`src/rtl/redmule_x_scheduler_pkg.sv`:
```
// Shared types for the RedMulE X-operand scheduler: FSM state encoding and latched job geometry.
package redmule_x_scheduler_pkg;

   localparam int unsigned XSCHED_SIZEW = 16;

   typedef enum logic [2:0] {
      StIdle,
      StLoad,
      StPromote,
      StCompute,
      StNext,
      StDone
   } x_sched_state_e;

   typedef struct packed {
      logic [XSCHED_SIZEW-1:0] m_size;
      logic [XSCHED_SIZEW-1:0] k_size;
   } x_sched_cfg_t;

endpackage

```
`src/rtl/redmule_x_tile_geom.sv`:
```
// Combinational tile geometry: tile counts, leftovers, active slots and expected beats for
// the tile addressed by (m_idx_i, k_idx_i).
module redmule_x_tile_geom
   import redmule_x_scheduler_pkg::*;
#(
   parameter int unsigned W     = 12,
   parameter int unsigned H     = 4,
   parameter int unsigned D     = 2,
   parameter int unsigned SIZEW = XSCHED_SIZEW
) (
   input  x_sched_cfg_t                           cfg_i,
   input  logic [SIZEW-1:0]                       m_idx_i,
   input  logic [SIZEW-1:0]                       k_idx_i,
   output logic [SIZEW-1:0]                       tm_o,
   output logic [SIZEW-1:0]                       tk_o,
   output logic [$clog2(W):0]                     rows_lftovr_o,
   output logic [$clog2(H*D):0]                   cols_lftovr_o,
   output logic [$clog2(D):0]                     slots_o,
   output logic [$clog2(D*((W+H-1)/H)):0]         beats_exp_o
);

   localparam int unsigned HD = H * D;
   localparam int unsigned RW = $clog2(W) + 1;
   localparam int unsigned CW = $clog2(HD) + 1;
   localparam int unsigned SW = $clog2(D) + 1;
   localparam int unsigned BW = $clog2(D * ((W + H - 1) / H)) + 1;

   logic [31:0] m32, k32, tm32, tk32, rl32, cl32, sl32, re32, be32;

   // 32-bit intermediates keep ceil() from overflowing near the top of the SIZEW range.
   always_comb begin
      m32  = 32'(cfg_i.m_size);
      k32  = 32'(cfg_i.k_size);
      tm32 = (m32 + W - 1) / W;
      tk32 = (k32 + HD - 1) / HD;
      rl32 = (32'(m_idx_i) == tm32 - 32'd1) ? m32 % W : 32'd0;
      cl32 = (32'(k_idx_i) == tk32 - 32'd1) ? k32 % HD : 32'd0;
      sl32 = (cl32 != 32'd0) ? (cl32 + H - 1) / H : D;
      re32 = (rl32 != 32'd0) ? rl32 : W;
      be32 = sl32 * ((re32 + H - 1) / H);
   end

   assign tm_o          = SIZEW'(tm32);
   assign tk_o          = SIZEW'(tk32);
   assign rows_lftovr_o = RW'(rl32);
   assign cols_lftovr_o = CW'(cl32);
   assign slots_o       = SW'(sl32);
   assign beats_exp_o   = BW'(be32);

endmodule

```
`src/rtl/redmule_x_scheduler.sv`:
```
// X operand buffer scheduler for RedMulE: walks X in W x (H*D) tiles and sequences buffer strobes.
// Define REDMULE_XSCHED_PERF_EN to add saturating load/compute stall counters.
module redmule_x_scheduler
   import redmule_x_scheduler_pkg::*;
#(
   parameter int unsigned ARRAY_WIDTH  = 12,
   parameter int unsigned ARRAY_HEIGHT = 4,
   parameter int unsigned D            = 2,
   parameter int unsigned SIZEW        = XSCHED_SIZEW
) (
   input  logic                                  clk_i,
   input  logic                                  rst_ni,
   input  logic                                  clear_i,
   input  logic                                  start_i,
   input  logic [SIZEW-1:0]                      m_size_i,
   input  logic [SIZEW-1:0]                      k_size_i,
   input  logic                                  x_valid_i,
   output logic                                  x_ready_o,
   input  logic                                  array_ready_i,
   input  logic                                  buf_full_i,
   input  logic                                  buf_empty_i,
   output logic                                  load_o,
   output logic                                  blck_shift_o,
   output logic                                  h_shift_o,
   output logic                                  d_shift_o,
   output logic [$clog2(ARRAY_WIDTH):0]          rows_lftovr_o,
   output logic [$clog2(ARRAY_HEIGHT*D):0]       cols_lftovr_o,
   output logic [$clog2(D):0]                    slots_o,
   output logic                                  busy_o,
   output logic                                  done_o
`ifdef REDMULE_XSCHED_PERF_EN
   ,
   output logic [31:0]                           stall_load_cnt_o,
   output logic [31:0]                           stall_comp_cnt_o
`endif
);

   localparam int unsigned W  = ARRAY_WIDTH;
   localparam int unsigned H  = ARRAY_HEIGHT;
   localparam int unsigned SW = $clog2(D) + 1;
   localparam int unsigned BW = $clog2(D * ((W + H - 1) / H)) + 1;
   localparam int unsigned HW = (H > 1) ? $clog2(H) : 1;

   x_sched_state_e     state_q, state_d;
   x_sched_cfg_t       cfg_q, cfg_d;
   logic [SIZEW-1:0]   m_idx_q, m_idx_d, k_idx_q, k_idx_d, tm, tk;
   logic [BW-1:0]      beat_q, beat_d, beats_exp;
   logic [HW-1:0]      h_q, h_d;
   logic [SW-1:0]      slice_q, slice_d, slots;
   logic               d_pend_q, d_pend_d;
   logic [$clog2(W):0] rows_g;
   logic [$clog2(H*D):0] cols_g;
   logic               in_tile;

   redmule_x_tile_geom #(
      .W     (W),
      .H     (H),
      .D     (D),
      .SIZEW (SIZEW)
   ) i_geom (
      .cfg_i         (cfg_q),
      .m_idx_i       (m_idx_q),
      .k_idx_i       (k_idx_q),
      .tm_o          (tm),
      .tk_o          (tk),
      .rows_lftovr_o (rows_g),
      .cols_lftovr_o (cols_g),
      .slots_o       (slots),
      .beats_exp_o   (beats_exp)
   );

   always_comb begin
      state_d      = state_q;
      cfg_d        = cfg_q;
      m_idx_d      = m_idx_q;
      k_idx_d      = k_idx_q;
      beat_d       = beat_q;
      h_d          = h_q;
      slice_d      = slice_q;
      d_pend_d     = d_pend_q;
      x_ready_o    = 1'b0;
      load_o       = 1'b0;
      blck_shift_o = 1'b0;
      h_shift_o    = 1'b0;
      d_shift_o    = 1'b0;
      done_o       = 1'b0;
      unique case (state_q)
         StIdle: begin
            if (start_i) begin
               cfg_d.m_size = XSCHED_SIZEW'(m_size_i);
               cfg_d.k_size = XSCHED_SIZEW'(k_size_i);
               m_idx_d      = '0;
               k_idx_d      = '0;
               beat_d       = '0;
               state_d      = (m_size_i == '0 || k_size_i == '0) ? StDone : StLoad;
            end
         end
         StLoad: begin
            x_ready_o = ~buf_full_i;
            load_o    = x_valid_i & ~buf_full_i;
            if (x_valid_i && !buf_full_i) beat_d = beat_q + 1'b1;
            if (buf_full_i || beat_d == beats_exp) begin
               beat_d  = '0;
               state_d = StPromote;
            end
         end
         StPromote: begin
            blck_shift_o = 1'b1;
            h_d          = '0;
            slice_d      = '0;
            d_pend_d     = 1'b0;
            state_d      = StCompute;
         end
         StCompute: begin
            // The d_shift cycle owns the buffer, so array_ready_i is ignored there.
            if (d_pend_q) begin
               d_shift_o = 1'b1;
               d_pend_d  = 1'b0;
               if (slice_q == slots || buf_empty_i) state_d = StNext;
            end else if (buf_empty_i) begin
               state_d = StNext;
            end else if (array_ready_i) begin
               h_shift_o = 1'b1;
               if (h_q == HW'(H - 1)) begin
                  h_d      = '0;
                  slice_d  = slice_q + 1'b1;
                  d_pend_d = 1'b1;
               end else begin
                  h_d = h_q + 1'b1;
               end
            end
         end
         StNext: begin
            h_d     = '0;
            slice_d = '0;
            state_d = StLoad;
            if (k_idx_q == tk - SIZEW'(1)) begin
               k_idx_d = '0;
               if (m_idx_q == tm - SIZEW'(1)) begin
                  m_idx_d = '0;
                  state_d = StDone;
               end else begin
                  m_idx_d = m_idx_q + 1'b1;
               end
            end else begin
               k_idx_d = k_idx_q + 1'b1;
            end
         end
         StDone: begin
            done_o  = 1'b1;
            state_d = StIdle;
         end
         default: state_d = StIdle;
      endcase

      if (clear_i) begin
         state_d      = StIdle;
         cfg_d        = '0;
         m_idx_d      = '0;
         k_idx_d      = '0;
         beat_d       = '0;
         h_d          = '0;
         slice_d      = '0;
         d_pend_d     = 1'b0;
         x_ready_o    = 1'b0;
         load_o       = 1'b0;
         blck_shift_o = 1'b0;
         h_shift_o    = 1'b0;
         d_shift_o    = 1'b0;
         done_o       = 1'b0;
      end
   end

   always_ff @(posedge clk_i or negedge rst_ni) begin
      if (!rst_ni) begin
         state_q  <= StIdle;
         cfg_q    <= '0;
         m_idx_q  <= '0;
         k_idx_q  <= '0;
         beat_q   <= '0;
         h_q      <= '0;
         slice_q  <= '0;
         d_pend_q <= 1'b0;
      end else begin
         state_q  <= state_d;
         cfg_q    <= cfg_d;
         m_idx_q  <= m_idx_d;
         k_idx_q  <= k_idx_d;
         beat_q   <= beat_d;
         h_q      <= h_d;
         slice_q  <= slice_d;
         d_pend_q <= d_pend_d;
      end
   end

   // Geometry is only meaningful while a tile is in flight; IDLE and DONE present zeros.
   assign in_tile       = (state_q != StIdle) && (state_q != StDone);
   assign rows_lftovr_o = in_tile ? rows_g : '0;
   assign cols_lftovr_o = in_tile ? cols_g : '0;
   assign slots_o       = in_tile ? slots  : '0;
   assign busy_o        = (state_q != StIdle);

`ifdef REDMULE_XSCHED_PERF_EN
   logic [31:0] stall_load_q, stall_comp_q;
   logic        perf_clr;

   assign perf_clr = clear_i || ((state_q == StIdle) && start_i);

   always_ff @(posedge clk_i or negedge rst_ni) begin
      if (!rst_ni) begin
         stall_load_q <= '0;
         stall_comp_q <= '0;
      end else if (perf_clr) begin
         stall_load_q <= '0;
         stall_comp_q <= '0;
      end else begin
         if (state_q == StLoad && !x_valid_i && stall_load_q != '1) begin
            stall_load_q <= stall_load_q + 32'd1;
         end
         if (state_q == StCompute && !array_ready_i && stall_comp_q != '1) begin
            stall_comp_q <= stall_comp_q + 32'd1;
         end
      end
   end

   assign stall_load_cnt_o = stall_load_q;
   assign stall_comp_cnt_o = stall_comp_q;
`endif

endmodule

```
`config.mk`:
```
export PLATFORM = sky130hd
export DESIGN_NAME = redmule_x_scheduler
export DESIGN_NICKNAME = d
export VERILOG_FILES = /design/src/rtl/redmule_x_scheduler_pkg.sv /design/src/rtl/redmule_x_tile_geom.sv /design/src/rtl/redmule_x_scheduler.sv
export SDC_FILE = /design/constraint.sdc
export NUM_CORES = 1
export LEC_CHECK = 0
export CAP_MARGIN = 30
export CORE_ASPECT_RATIO = 1.5
export CORE_MARGIN = 2
export CORE_UTILIZATION = 58
export DETAILED_ROUTE_END_ITERATION = 7
export PLACE_DENSITY = 0.79
export SYNTH_ARGS = -nofsm -noshare
export SYNTH_HDL_FRONTEND = slang
export SYNTH_SLANG_ARGS = --single-unit
```
`constraint.sdc`:
```
create_clock -name clk_i -period 11.8 [get_ports clk_i]
set_input_delay 1.18 -clock clk_i [delete_from_list [all_inputs] [get_ports clk_i]]
set_output_delay 1.18 -clock clk_i [all_outputs]
set_load 0.005 [all_outputs]
```
Yosys cells after proc, flatten, opt, wreduce, memory -nomap -nowiden

Index checks and enable logic that the tools add are counted.

Output and inout port bits: 18
Register bits after elaboration: 76
Logic and storage cells: 147

Divide/modulo/power cells: 2
Equal/unequal tests: 22
Add/sub/neg operators: 17
$mul: 1
Reduce and logical (&&, ||, !) cells: 26
Bitwise gates (word level): 2
Mux-type cells: 68

Operator list:

| kind                                                                 | number |
|---|---|
| 32-bit 2-to-1 mux                                                    | 5 |
| 32-bit by 1-bit subtractor with 32-bit output, second input constant | 5 |
| 16-bit 2-to-1 mux                                                    | 6 |
| 32-bit by 3-bit adder with 32-bit output, second input constant      | 2 |
| 16-bit by 32-bit equality test with 1-bit output                     | 2 |
| 16-bit one-hot mux with 2 select lines                               | 2 |
| 32-bit nonzero test                                                  | 2 |
| 16-bit by 4-bit adder with 17-bit output, second input constant      | 2 |
| 16-bit by 1-bit adder with 16-bit output, second input constant      | 2 |
| 32-bit by 4-bit divider with 32-bit output, second input constant    | 1 |
| 16-bit equality test                                                 | 2 |
| 16-bit zero test                                                     | 2 |
| 16-bit by 4-bit modulo with 32-bit output, second input constant     | 1 |
| 32-bit by 30-bit multiplier with 4-bit output                        | 1 |
| 16-bit by 1-bit subtractor with 16-bit output, second input constant | 2 |
| 3-bit 2-to-1 mux                                                     | 10 |
| 30-bit 2-to-1 mux                                                    | 1 |
| 29-bit by 1-bit subtractor with 30-bit output, second input constant | 1 |
| 4-bit 2-to-1 mux                                                     | 6 |
| 3-bit inequality test, second input constant                         | 8 |
| 2-bit 2-to-1 mux                                                     | 11 |
| 1-bit 2-to-1 mux                                                     | 21 |
| 3-bit one-hot mux with 5 select lines                                | 1 |
| 3-bit nonzero test                                                   | 5 |
| 25 further kinds                                                     | 37 |

Longest topological paths before layout

Depth in word-level cells: 16
Mapped depth: 46
Mapped depth without buffers: 40

Cells and area by module

Synthesis repeated with hierarchy kept, for this count alone.

Cell total of the unflattened synthesis: 1537
Area total of the unflattened synthesis: 11208.2 um^2

By module, submodules not included:

| module              | times used | cells each | area an instance (um^2) |
|---|---|---|---|
| redmule_x_tile_geom | 1          | 917        | 5947.0 |
| redmule_x_scheduler | 1          | 620        | 5261.3 |

Worst setup path after synthesis

No wires, ideal clock.

Kind: register to register
From: reg cfg_q[18] (netlist name)
To: reg beat_q[1]
Setup slack: 1.785 ns
Setup time: 0.134 ns
Arrival time: 9.881 ns
Path buffers: 5
Cell stages (with the launch flop): 45
Path through: dfrtp_1 clkbuf_1 inv_1 clkbuf_1 ha_1 nand4b_1 nor3_2 a31oi_1 or2_1 clkbuf_1 or4_1 clkbuf_1 nand2_2 o22ai_1 o31ai_1 nor4_2 a2111oi_4 a21oi_2 (+9 left out) nor4_4 xnor2_1 or3b_1 a2111oi_2 nand3_1 or3_1 nor2_1 o21ai_1 and2_1 ha_1 ha_1 xor2_1 xnor2_1 inv_1 or4_1 a21o_1 o21ai_2 o211ai_1

Cells in the longest elaborated chain, start to end: 16

RTL lines:

| what                                              | RTL line                   | source |
|---|---|---|
| start: declaration                                | redmule_x_scheduler.sv:45  | `x_sched_cfg_t cfg_q, cfg_d;` |
| start signal: assignment                          | redmule_x_scheduler.sv:186 | `cfg_q <= cfg_d;` |
| 16-bit by 4-bit adder with 17-bit output          | redmule_x_tile_geom.sv:34  | `tm32 = (m32 + W - 1) / W;` |
| 32-bit by 1-bit subtractor with 32-bit output     | redmule_x_tile_geom.sv:34  |  |
| 32-bit by 4-bit divider with 32-bit output        | redmule_x_tile_geom.sv:34  |  |
| 32-bit by 1-bit subtractor with 32-bit output     | redmule_x_tile_geom.sv:36  | `rl32 = (32'(m_idx_i) == tm32 - 32'd1) ? m32 % W : 32'd0;` |
| 16-bit by 32-bit equality test with 1-bit output  | redmule_x_tile_geom.sv:36  |  |
| 32-bit 2-to-1 mux (*)                             | redmule_x_tile_geom.sv:36  |  |
| 32-bit nonzero test                               | redmule_x_tile_geom.sv:39  | `re32 = (rl32 != 32'd0) ? rl32 : W;` |
| 32-bit 2-to-1 mux (*)                             | redmule_x_tile_geom.sv:39  |  |
| 32-bit by 3-bit adder with 32-bit output (*)      | redmule_x_tile_geom.sv:40  | `be32 = sl32 * ((re32 + H - 1) / H);` |
| 32-bit by 1-bit subtractor with 32-bit output (*) | redmule_x_tile_geom.sv:40  |  |
| 32-bit by 30-bit multiplier with 4-bit output (*) | redmule_x_tile_geom.sv:40  |  |
| 4-bit equality test (*)                           | redmule_x_scheduler.sv:102 | `if (buf_full_i \|\| beat_d == beats_exp) begin` |
| 1-bit logical OR (*)                              | redmule_x_scheduler.sv:102 |  |
| 4-bit 2-to-1 mux (*)                              | redmule_x_scheduler.sv:102 |  |
| 4-bit one-hot mux with 2 select lines (*)         | redmule_x_scheduler.sv:87  | `unique case (state_q)` |
| 4-bit 2-to-1 mux (*)                              | redmule_x_scheduler.sv:156 | `if (clear_i) begin` |
| end signal: assignment                            | redmule_x_scheduler.sv:189 | `beat_q <= beat_d;` |
| end: declaration                                  | redmule_x_scheduler.sv:47  | `logic [BW-1:0] beat_q, beat_d, beats_exp;` |

Every way passes the cells marked *; elsewhere a longest branch is shown, timed or not.
A chain may end at the register's enable or synchronous reset.

Worst setup path in the final report

From: reg cfg_q[18] (netlist name)
To: out rows_lftovr_o[2]

Cells in the longest elaborated chain, start to end: 7

RTL lines:

| what                                             | RTL line                   | source |
|---|---|---|
| 16-bit by 4-bit adder with 17-bit output         | redmule_x_tile_geom.sv:34  |  |
| 32-bit by 1-bit subtractor with 32-bit output    | redmule_x_tile_geom.sv:34  |  |
| 32-bit by 4-bit divider with 32-bit output       | redmule_x_tile_geom.sv:34  |  |
| 32-bit by 1-bit subtractor with 32-bit output    | redmule_x_tile_geom.sv:36  |  |
| 16-bit by 32-bit equality test with 1-bit output | redmule_x_tile_geom.sv:36  |  |
| 32-bit 2-to-1 mux (*)                            | redmule_x_tile_geom.sv:36  |  |
| 5-bit 2-to-1 mux (*)                             | redmule_x_scheduler.sv:198 | `assign rows_lftovr_o = in_tile ? rows_g : '0;` |
| end: declaration                                 | redmule_x_scheduler.sv:26  | `output logic [$clog2(ARRAY_WIDTH):0] rows_lftovr_o,` |

Marks and branches as above.

==> qor.csv <==
stage;metric;value;unit
outcome;status;finished clean;
global_routing;grt ovf;0;
routing;DRT met1 WL;10900;um
yosys;Cell variety after synth;104;
global_routing;Tot GR Track Use;31.6;%
routing;1st-pass router iterations;8;
placement;DP Worst Slack;0.929;ns
routing;Residual DRC;0;
global_routing;first-pass GRT wire length;48500;um
sta;RSZ-0062 raised after global routing;no;
sta;Worst slew margin;37.7;%
routing;met2 WL;15400;um
sta;measured slew at the worst slew-check pin;0.928;ns
yosys;compound-cell area share of the yosys netlist;25.8;%
final_layout;Area growth syn-to-layout;9.72;%
yosys;EDFF count, synth;0;
final_layout;share of cells above drive strength 1;6.00;%
yosys;top post-synthesis cells by area;dfrtp_1 (19%), xnor2_1 (7.8%), nand2_1 (7.2%), nor2_1 (5.1%), xor2_1 (4.1%);
routing;Final ANT Viol Nets;0;
routing;Iter 0 DRT Violations;880;
yosys;synthesis-stage register bit count;76;
critical_path;CP max stage cell;or4_1;
die;Top Ports;58;
die;die height;164;um
sta;Fin. Hold Viols;0;
placement;hpwl dp;22000;um
sta;Final Skew;0.0121;ns
yosys;syn_nets;1451;
yosys;largest family of logic cells by synthesized area;simple AND/OR/NAND/NOR gates;
sta;Max Freq;90.6;MHz
cts;total CTS buffers;9;
yosys;post-synthesis cell count;1395;
power_and_ir_drop;Tot Pwr;3.07;mW
yosys;warnings from Yosys;0;
routing;DR vias;10900;
hold_path;Tightest Hold Check Type;reg2reg;
sta;Tmin final;11.04;ns
critical_path;crit path kind;reg2out;
die;Die X;111;um
power_and_ir_drop;Peak VDD IR;0.147;mV
yosys;dominant synthesized flop cell;dfrtp_1;
sta;endpoints failing setup;0;
power_and_ir_drop;power density over the cells;281;nW/um^2
cts;clock sink count;76;
routing;Routed wire per std cell;18.2;um
cts;Reg clk slew, reported paths;0.06;ns
final_layout;Final Util;65.2;%
job;Max-Cap Viols;0;
yosys;share of the synthesized area in the top cell type;19.1;%
die;Initial Utilization;59.4;%
yosys;cell area after synthesis;9960;sq um
yosys;Yosys top cell by area;dfrtp_1;
cts;CTS tree;done;
cts;CTS H-tree lvls;3;
yosys;post-synthesis adder-cell area fraction;2.11;%
cts;hold-fix buffer count after cts;0;
routing;Met3 Wirelength;1610;um
yosys;sequential share of the synthesized area;19.1;%
final_layout;fin nets;1452;
placement;RePlAce Congestion;1.00;
global_routing;initial antenna violation count;0;
power_and_ir_drop;leakage;4.24;nW
sta;fin. max-slew vios;0;
critical_path;Worst Path Required;10.62;ns
final_layout;antenna diode instance count;0;
critical_path;worst-path fanout max;16;
yosys;multiplexer share of the synthesized area;1.53;%
routing;Detailed Route WL;29300;um
cts;Root Driver;clkbuf_16;
die;die area;18300;sq um
die;FP Rows;58;
yosys;XOR/XNOR share of the synthesized area;12.3;%
critical_path;crit path DAT;9.86;ns
routing;Via density;6.73;
yosys;Post-synth ARST share;100;%
die;Core Footprint;16800;sq um
routing;uppermost routed layer;met4;
sta;setup_tns;0;ns
critical_path;endpoint class of the critical path;primary output;
sta;setup ws final;0.757;ns
global_routing;largest net degree at the start of global routing;77;
cts;clk_lat worst skew;0.34;ns
global_routing;vias in the first global route;10400;
critical_path;Critical Path Start Type;flop;
critical_path;max incr delay on CP;0.65;ns
placement;input/output buffers;56;
sta;Final Cycle Share;93.6;%
yosys;syn_area_per_cell;7.14;sq um
yosys;simple-gate share of the synthesized area;34.4;%
cts;CTS max path bufs;2;
state kept, by name (all words and copies together) (netlist names):
name,count
slice_q,2
state_q,3
k_idx_q,16
beat_q,4
h_q,2
cfg_q,32
m_idx_q,16
d_pend_q,1
power by group:
group / internal [mW] / total, mW / switching [mW]
registers: 0.286 / 0.363 / 0.0772
clock network: 0.150 / 0.263 / 0.114
logic: 0.918 / 2.44 / 1.53
cells by family (layout without fill, tap and decap cells):
family	count (synthesis)	after routing
AO/OA/AOI/OAI	361	361
XOR/XNOR	138	138
adder cells (fa/ha/maj)	17	17
buffers and inverters	119	125
flip-flops	76	76
multiplexers	15	15
other	1	1
AND/OR/NAND/NOR	668	668
through the flow:
| step | hold WS [ns] | cell area (sq um) | cells |
|---|---|---|---|
| finish | 0.509 | 10900 | 1611 |
| global route | 0.552 | 10900 | 1611 |
| CTS | 0.512 | 10900 | 1608 |
| detailed placement | 0.479 | 10600 | 1592 |
| global placement | 0.479 | 10600 | 1592 |
| floorplan | 0.462 | 9960 | 1395 |
cells in the mapped netlist, drive strengths merged (15+ instances only):
library cell,instances
inv,32
nor4,36
o31ai,18
clkbuf,72
nand2,192
dfrtp,76
a31oi,25
or3,15
o21ai,87
a211oi,25
a21oi,52
o211ai,19
nor3,51
nand2b,17
xor2,48
xnor2,90
and3,26
nand3,48
nand4,54
ha,16
and2,23
nor2,136
placed cells by master (no fill, tap or decap), types with 11 or more instances in the layout:
master / count
a211oi_1: 23
xor2_1: 47
inv_1: 31
o21ai_0: 68
o2111ai_1: 13
and2_1: 22
a21oi_1: 49
nor3_1: 48
o21ai_1: 17
o31ai_1: 18
nand2b_1: 17
or3_1: 15
xnor2_1: 89
and3_1: 26
o211ai_1: 18
or4_1: 11
nor4_1: 32
a21o_1: 11
nand4_1: 53
a31oi_1: 25
nand2_1: 190
ha_1: 16
dfrtp_1: 76
clkdlybuf4s50_1: 55
nor2_1: 136
mux2i_1: 13
nand3_1: 48
buf_4: 19
final cells by class:
type                       instances  area [sq um]
multi-input combinational       1200          7620
fill                            1515          5840
sequential                        76          1900
timing repair buffer              75           721
tap                              210           263
clock buffer                      10           239
inverter                          34           131
clock inverter                     6          47.5
worst max-delay path: cells and delay by family, from the launching register on:
| family | cells | cell delay [ns] |
|---|---|---|
| AND/OR/NAND/NOR | 16 | 5.02 |
| XOR/XNOR | 1 | 0.13 |
| buffers and inverters | 2 | 0.86 |
| AO/OA/AOI/OAI | 10 | 2.58 |
| flip-flops | 1 | 0.38 |
| adder cells (fa/ha/maj) | 2 | 0.53 |
worst paths after layout:
path | from | endpoint | slack, ns | depth (start not counted)
worst max-delay path | cfg_q[18]$_DFFE_PN0P_ | rows_lftovr_o[2] | 0.76 | 31
worst min-delay path | beat_q[3]$_DFFE_PN0P_ | beat_q[3]$_DFFE_PN0P_ | 0.51 | 2
worst max register to register | cfg_q[18]$_DFFE_PN0P_ | beat_q[1]$_DFFE_PN0P_ | 0.96 | 39
worst min register to register | beat_q[3]$_DFFE_PN0P_ | beat_q[3]$_DFFE_PN0P_ | 0.51 | 2
max in group asynchronous | rst_ni | m_idx_q[3]$_DFFE_PN0P_ | 10.60 | 2
min in group asynchronous | rst_ni | cfg_q[13]$_DFFE_PN0P_ | 0.63 | 1
timing repair:
item,CTS,global route
setup buffers,0,2
setup endpoints to repair,0,9
resized for setup,0,4
layer usage:
layer  track usage [%]  up-vias
met4              17.8        0
li1                  -     5182
met5                 0        -
met3              3.89      115
met1              34.2     5128
met2              59.5      425
Note: power is estimated with default switching activity, not from simulation.
